`config.mk`:
```
export PLATFORM = sky130hd
export DESIGN_NAME = imm_ext_pipe_flat
export DESIGN_NICKNAME = d
export VERILOG_FILES = /design/src/rtl/imm_ext_pkg.sv /design/src/rtl/imm_ext_pipe_if.sv /design/src/rtl/imm_ext_pipe_ext_core.sv /design/src/rtl/imm_ext_pipe.sv /design/src/flat_wrapper.sv
export SDC_FILE = /design/constraint.sdc
export NUM_CORES = 1
export LEC_CHECK = 0
export ABC_AREA = 1
export BUFFER_PORTS_ARGS = -buffer_cell sky130_fd_sc_hd__clkbuf_2
export CAP_MARGIN = 10
export CORE_AREA = 2 2 45 63
export CTS_BUF_LIST = sky130_fd_sc_hd__clkbuf_4
export CTS_CLUSTER_DIAMETER = 30
export DETAILED_ROUTE_END_ITERATION = 8
export DIE_AREA = 0 0 47 65
export PLACE_DENSITY_LB_ADDON = 0.3
export SYNTH_ARGS = -nofsm -noshare
export SYNTH_HDL_FRONTEND = slang
export SYNTH_HIERARCHICAL = 1
export SYNTH_SLANG_ARGS = --single-unit
```
`constraint.sdc`:
```
create_clock -name clk -period 1.2 [get_ports clk]
set_input_delay 0.12 -clock clk [delete_from_list [all_inputs] [get_ports clk]]
set_output_delay 0.12 -clock clk [all_outputs]
set_load 0.05 [all_outputs]
```
`src/rtl/imm_ext_pkg.sv`:
```
// Shared types for the immediate-extension pipe: mode encoding,
// occupancy states and FIFO depth.
package imm_ext_pkg;

    // Extension mode as carried on in_mode
    typedef enum logic [1:0] {
        EXT_SIGN = 2'b00,
        EXT_ZERO = 2'b01,
        EXT_ONES = 2'b10,
        EXT_SHL1 = 2'b11
    } ext_mode_e;

    // Occupancy of the output FIFO
    typedef enum logic [1:0] {
        ST_EMPTY = 2'b00,
        ST_ONE   = 2'b01,
        ST_FULL  = 2'b10
    } occ_e;

    localparam int FIFO_DEPTH = 2;
    localparam int PTR_W      = $clog2(FIFO_DEPTH);

endpackage

```
`src/rtl/imm_ext_pipe_if.sv`:
```
// Handshake bundle for imm_ext_pipe: input offer side and output result side.
// slave = the pipe itself, master = the producer/consumer environment.
interface imm_ext_pipe_if #(
    parameter int IN_W  = 2,
    parameter int OUT_W = 8
);
    logic             in_valid;
    logic             in_ready;
    logic [IN_W-1:0]  in_data;
    logic [1:0]       in_mode;
    logic             out_valid;
    logic             out_ready;
    logic [OUT_W-1:0] out_data;
    logic             out_neg;

    modport master (
        output in_valid, in_data, in_mode, out_ready,
        input  in_ready, out_valid, out_data, out_neg
    );

    modport slave (
        input  in_valid, in_data, in_mode, out_ready,
        output in_ready, out_valid, out_data, out_neg
    );
endinterface

```
`src/rtl/imm_ext_pipe_ext_core.sv`:
```
// Combinational field extender. Optional mode-11 shifter is enabled by
// defining IMM_EXT_SHIFT_EN; otherwise mode 11 behaves as sign extension.
module ext_core
    import imm_ext_pkg::*;
#(
    parameter int IN_W  = 2,
    parameter int OUT_W = 8
) (
    input  logic [IN_W-1:0]  data,
    input  ext_mode_e        mode,
    output logic [OUT_W-1:0] result
);

    logic [OUT_W-1:0] sgn;

    assign sgn = {{(OUT_W-IN_W){data[IN_W-1]}}, data};

    // Select fill pattern by mode
    always_comb begin
        result = sgn;
        case (mode)
            EXT_ZERO: result = {{(OUT_W-IN_W){1'b0}}, data};
            EXT_ONES: result = {{(OUT_W-IN_W){1'b1}}, data};
`ifdef IMM_EXT_SHIFT_EN
            EXT_SHL1: result = sgn << 1;
`endif
            default:  result = sgn;
        endcase
    end

endmodule

```
`src/rtl/imm_ext_pipe.sv`:
```
// Immediate-extension pipe: extends the offered field at accept time and
// buffers results in a 2-entry FIFO. in_ready/out_valid are registered so
// there is no combinational path from out_ready to in_ready.
// Optional feature macro: IMM_EXT_SHIFT_EN (mode 11 = sign then shift-left-1).
module imm_ext_pipe
    import imm_ext_pkg::*;
#(
    parameter int IN_W  = 2,
    parameter int OUT_W = 8
) (
    input  logic           clk,
    input  logic           rst,
    input  logic           flush,
    imm_ext_pipe_if.slave  bus
);

    occ_e             state;
    logic [PTR_W-1:0] wr_ptr;
    logic [PTR_W-1:0] rd_ptr;
    logic             rdy_q;
    logic             vld_q;
    logic [OUT_W-1:0] mem [FIFO_DEPTH];
    logic [OUT_W-1:0] ext_res;
    logic             push;
    logic             pop;

    ext_core #(
        .IN_W  (IN_W),
        .OUT_W (OUT_W)
    ) u_ext (
        .data   (bus.in_data),
        .mode   (ext_mode_e'(bus.in_mode)),
        .result (ext_res)
    );

    assign push = bus.in_valid && rdy_q;
    assign pop  = vld_q && bus.out_ready;

    assign bus.in_ready  = rdy_q;
    assign bus.out_valid = vld_q;
    assign bus.out_data  = mem[rd_ptr];
    assign bus.out_neg   = mem[rd_ptr][OUT_W-1];

    // Occupancy FSM, pointers, storage and registered handshake flags
    always_ff @(posedge clk) begin
        if (rst) begin
            state  <= ST_EMPTY;
            wr_ptr <= '0;
            rd_ptr <= '0;
            rdy_q  <= 1'b1;
            vld_q  <= 1'b0;
            for (int i = 0; i < FIFO_DEPTH; i++) mem[i] <= '0;
        end else if (flush) begin
            // flush beats any same-cycle push or pop
            state  <= ST_EMPTY;
            wr_ptr <= '0;
            rd_ptr <= '0;
            rdy_q  <= 1'b1;
            vld_q  <= 1'b0;
        end else begin
            if (push) begin
                mem[wr_ptr] <= ext_res;
                wr_ptr      <= wr_ptr + 1'b1;
            end
            if (pop) rd_ptr <= rd_ptr + 1'b1;
            case (state)
                ST_EMPTY: if (push) begin
                    state <= ST_ONE;
                    vld_q <= 1'b1;
                end
                ST_ONE: begin
                    if (push && !pop) begin
                        state <= ST_FULL;
                        rdy_q <= 1'b0;
                    end else if (pop && !push) begin
                        state <= ST_EMPTY;
                        vld_q <= 1'b0;
                    end
                end
                ST_FULL: if (pop) begin
                    state <= ST_ONE;
                    rdy_q <= 1'b1;
                end
                default: begin
                    state <= ST_EMPTY;
                    rdy_q <= 1'b1;
                    vld_q <= 1'b0;
                end
            endcase
        end
    end

endmodule

```
`src/flat_wrapper.sv`:
```
// flat-port wrapper written by rule: the top's interface ports become plain ports
module imm_ext_pipe_flat import imm_ext_pkg::*;
#(
    parameter int IN_W  = 2,
    parameter int OUT_W = 8
)
  (clk, rst, flush, bus_in_valid, bus_in_data, bus_in_mode, bus_out_ready, bus_in_ready, bus_out_valid, bus_out_data, bus_out_neg);
  imm_ext_pipe_if #(.IN_W(IN_W), .OUT_W(OUT_W)) bus_i ();
  input  logic clk;
  input  logic rst;
  input  logic flush;
  input wire logic [$bits(bus_i.in_valid)-1:0] bus_in_valid;
  input wire logic [$bits(bus_i.in_data)-1:0] bus_in_data;
  input wire logic [$bits(bus_i.in_mode)-1:0] bus_in_mode;
  input wire logic [$bits(bus_i.out_ready)-1:0] bus_out_ready;
  output wire logic [$bits(bus_i.in_ready)-1:0] bus_in_ready;
  output wire logic [$bits(bus_i.out_valid)-1:0] bus_out_valid;
  output wire logic [$bits(bus_i.out_data)-1:0] bus_out_data;
  output wire logic [$bits(bus_i.out_neg)-1:0] bus_out_neg;
  assign bus_i.in_valid = bus_in_valid;
  assign bus_i.in_data = bus_in_data;
  assign bus_i.in_mode = bus_in_mode;
  assign bus_i.out_ready = bus_out_ready;
  assign bus_in_ready = bus_i.in_ready;
  assign bus_out_valid = bus_i.out_valid;
  assign bus_out_data = bus_i.out_data;
  assign bus_out_neg = bus_i.out_neg;
  imm_ext_pipe #(.IN_W(IN_W), .OUT_W(OUT_W)) u_core (.clk(clk), .rst(rst), .flush(flush), .bus(bus_i));
endmodule
```
After elaboration in Yosys (flattened, before gate mapping)
Memories as Yosys holds them, arrays and structs flattened. A register that Yosys moved wholly into a read port is not among the register bits.
Cells that the tools add are included.
- bits in registers: 6
- latch bits: 0
- memory bits (writable): 16
- memory bits (read-only): 0
- input bits: 9
- logic and storage cells: 56
- memories: 1
- add/subtract/negate cells: 2
- multipliers: 0
- divide/modulo/power cells: 0
- magnitude comparators: 0
- equal/unequal tests: 10
- shift operators: 0
- muxes and demuxes: 24
- bitwise logic cells: 2
- reductions and logical operators: 12
- memory list (name ; depth ; bits a word ; read ports ; clocked after memory_dff ; wr ports ; RTL line ; RTL):
    u_core.mem ; 2 ; 8 ; 1 ; 1 ; 2 ; imm_ext_pipe.sv:22 ; logic [OUT_W-1:0] mem [FIFO_DEPTH];
- operator list (cell ; count):
    8-bit case mux with 2 select lines ; 1
    1-bit two-way mux ; 15
    2-bit two-way mux ; 4
    8-bit two-way mux ; 1
    2-bit by 1-bit != test with 1-bit output, second input constant ; 4
    8-bit OR reduction ; 1
    1-bit case mux with 3 select lines ; 2
    2-bit case mux with 3 select lines ; 1
    3-bit AND reduction ; 2
    2-bit by 1-bit equality test with 1-bit output, second input constant ; 2
    2-bit equality test, second input constant ; 2
    1-bit logical AND ; 4
    4-bit AND reduction ; 1
    3-bit by 1-bit != test with 1-bit output, second input constant ; 1
    1-bit adder, second input constant ; 2
    1-bit zero test ; 2
    2-bit zero test ; 1
    2-bit != test, second input constant ; 1
    1-bit NOT ; 2
    2-bit OR reduction ; 1

Depth between registers and ports, before layout
- word-level depth: 7
- depth in mapped cells: 8
- mapped depth without buffers: 8

By module
Netlist, hierarchy kept.
- by module, submodules not included (module ; instances ; cells each ; area an instance (um^2) ; sequential area each (um^2)):
    imm_ext_pipe ; 1 ; 103 ; 1054.8 ; 620.6
    ext_core ; 1 ; 13 ; 83.8 ; 0.0

Worst setup path after synthesis
Ideal clock, no wire load.
- path type: flip-flop to flip-flop
- from: register u_core.rdy_q, in the netlist u_core/bus.in_ready
- to: memory u_core.mem[0][0], enable pin
- library setup time: 0.329 ns
- arrival: 1.276 ns
- data required time: 0.871 ns
- path slack: -0.404 ns
- cell stages (with the launch flop): 5
- buffers on the path: 0
- clock period less this slack: 1.604 ns
- cell sequence: dfxtp_1 -> nand2_4 -> nor2_1 -> nand2_2 -> nand2_1
- RTL lines (element ; RTL line ; RTL):
    start: declaration ; imm_ext_pipe.sv:20 ; logic rdy_q;
    start signal: assignment ; imm_ext_pipe.sv:50 ; rdy_q <= 1'b1;
    start signal: assignment ; imm_ext_pipe.sv:58 ; rdy_q <= 1'b1;
    start signal: assignment ; imm_ext_pipe.sv:74 ; rdy_q <= 1'b0;
    end: declaration ; imm_ext_pipe.sv:22 ;

==> metrics <==
CTS buffer count 3; Peak Freq 716.2 MHz; via count 802; Max Cap Violations 0; via/cell ratio 4.636; grt ovf 0; synth unique cells 19; Register-to-Register Path Depth 7; Avg Inst Size Synth 9.815 um2; Setup TNS -1607 ps; yosys warns 6; Post-Syn Area 0.001139 mm2; Psw 426.7 uW; largest net degree at the start of global routing 13; Final Hold Vio Count 0; vias in the first global route 859; H-tree level count 1; clock latency on the worst-skew pair 300 ps; share of synthesized flip-flops with an asynchronous set or reset 0; Reg2Reg Launch Point u_core/bus.in_ready; fin nets 150; top post-synthesis cells by count nor2_1, inv_1, nand2_1, edfxtp_1; Antenna Nets Post-Route 0; DIE HEIGHT 65 um; final core utilization 0.5870; area share of the largest cell type after synthesis 0.4220; clk buf depth 2; Hold Crit Depth 3; cts hold-fix bufs 0; Die Footprint 0.003055 mm2; peak supply drop 0.5948 mV; Pwr per Cell Area 1070 mW/mm2; Inst Count DP 167; fin. max-slew vios 0; largest area contributor in the synthesized netlist edfxtp_1; die width 47 um; DRC Markers 0; post-route setup slack -196.3 ps; CP required 1080 ps; Antenna diodes 0; min-delay src bus_in_data[1]; starting DRC count in detailed routing 11; DR WL/cell 11.89 um; placement row count 22; clock group share of total power 0.231; total track usage 0.1633; layout cells sized above 1 0.3869; initial antenna violation count 0; Final min period 1396 ps; Area Overhead vs Synth 30.55%; Clk pin slew, worst setup/hold paths 120 ps; internal power 1.164 mW; sequential share of power 0.563; core area 0.002532 mm2; RD Place Congestion 0.6781; Slew headroom 0.8159; Hold EP u_core/mem[1][1]; first-pass GRT wire length 3.539 mm; IO buf count 19; number of synthesized flops with an enable pin 16; Final Cycle Share 1.164; I/O Pins 20; switch share 0.2682; most instantiated library cell after synthesis nor2_1; root buffer cell clkbuf_4; violations in the final reports setup timing; WL final 2.057 mm; CP startpoint kind flip-flop; Num Clock Sinks 23; crit path kind flip-flop to output port; Post-DP Area 0.001285 mm2; Post-Synthesis Cells 116; drt pass-1 iters 3; R2R Path End u_core/bus.out_valid; Reg2Reg Setup Slack 80 ps; RSZ-0062 raised after global routing yes; actual slew at the worst max-slew pin 277.4 ps; Final setup viols 9; worst min-delay path category primary input to flip-flop; Crit. End Element output port; Seq/Total Area, Yosys 0.5451; Final Cell Area 0.001486 mm2; FF+latch count, synth 23; Starting Density 0.4496; largest cells by area after synthesis edfxtp_1, dfxtp_1, mux2_2, nor2_1, inv_1; status finished, violations left; Synth Net Count 128; Post-DP HPWL 1.496 mm; worst-path fanout max 8; TritonCTS clock tree yes; critical path arrival 1280 ps; Layout Cells excl Fill 173; static leakage 0.6815 nW; ys flop type edfxtp_1; Comb power frac 0.206; Worst Skew 0.2157 ps
-- metrics by stage --
step,hold slack [ps],worst slack (ps),power (mW)
global route,144.9,-246.8,1.670
floorplan,233.7,2.450,1.126
global placement,444.5,52.72,1.157
CTS,137.1,-224.1,1.577
detailed placement,456.9,-6.461,1.169
finish,140.8,-196.3,1.591
-- what timing repair did --
action / CTS / global route
pin swaps: 0 / 3
setup endpoints to repair: 10 / 12
gates resized for setup: 27 / 16
buffers inserted: 0 / 2
-- sequential cells by signal (all words and copies together), names as in the netlist, named ones only --
register,count
u_core/bus.in_ready,1
u_core/rd_ptr,1
u_core/mem,16
u_core/bus.out_valid,1
u_core/wr_ptr,1
u_core/state,2
-- how the worst max path moves through the flow --
stage / end / cells after the start / slack (ps) / from
4_1_cts: bus_out_data[7] / 3 / -220 / flip-flop
5_1_grt: bus_out_data[7] / 3 / -250 / flip-flop
3_5_place_dp: u_core/state[1] / 6 / -6 / u_core/bus.out_valid
3_3_place_gp: u_core/bus.out_valid / 7 / 50 / u_core/bus.in_ready
6_report: bus_out_data[7] / 3 / -200 / flip-flop
2_1_floorplan: u_core/mem[0][0] / 4 / 2 / u_core/bus.in_ready
-- final cells by class --
class	count	area, um2
inverters	19	71.32
clock buffers	4	30.03
well taps	36	45.04
repair buffers	26	250.2
fillers	248	1046
multi-input cells	65	460.4
flip-flops and latches	23	629.4
-- placed cells by master (no fill, tap or decap), drive strengths merged --
cell | netlist | final
xor2 | 1 | 1
nand3 | 5 | 5
clkbuf | 0 | 14
mux2 | 8 | 8
nor2 | 23 | 23
nor3 | 1 | 1
o21ai | 1 | 1
ha | 3 | 3
dfxtp | 7 | 7
buf | 9 | 16
nand4 | 1 | 1
a21oi | 2 | 2
edfxtp | 16 | 16
nand2 | 20 | 20
inv | 19 | 19
-- routing by layer --
metal / vias up / global-route usage / part of all wire
li1: 400 / - / -
met2: 13 / 0.3065 / 0.59
met3: 4 / 0.02786 / 0.026
met1: 385 / 0.1569 / 0.37
met5: - / 0 / 0
met4: 0 / 0.07986 / 0.015
-- power groups by stage --
stage	clock [mW]	sequential (mW)	combinational [mW]
floorplan	0	0.915	0.211
detailed placement	0	0.912	0.257
global route	0.416	0.901	0.353
CTS	0.381	0.895	0.301
finish	0.368	0.896	0.327
global placement	0	0.909	0.249
-- critical path, stage by stage (launching register included) --
cell and delay (ps):
dfxtp_2 360, buf_12 130, mux2_4 330, buf_8 160
-- kinds of logic (layout without fill, tap and decap cells) --
logic type,after synthesis,count (layout),share of synthesized area
flops,23,23,0.5451
fa+ha+maj,3,3,0.03297
xor+xnor,1,1,0.007694
compound gates,3,3,0.01318
buf+inv,28,49,0.1198
mux,8,8,0.07912
simple gates,50,50,0.2022
Power figures use the tool's default switching activity.
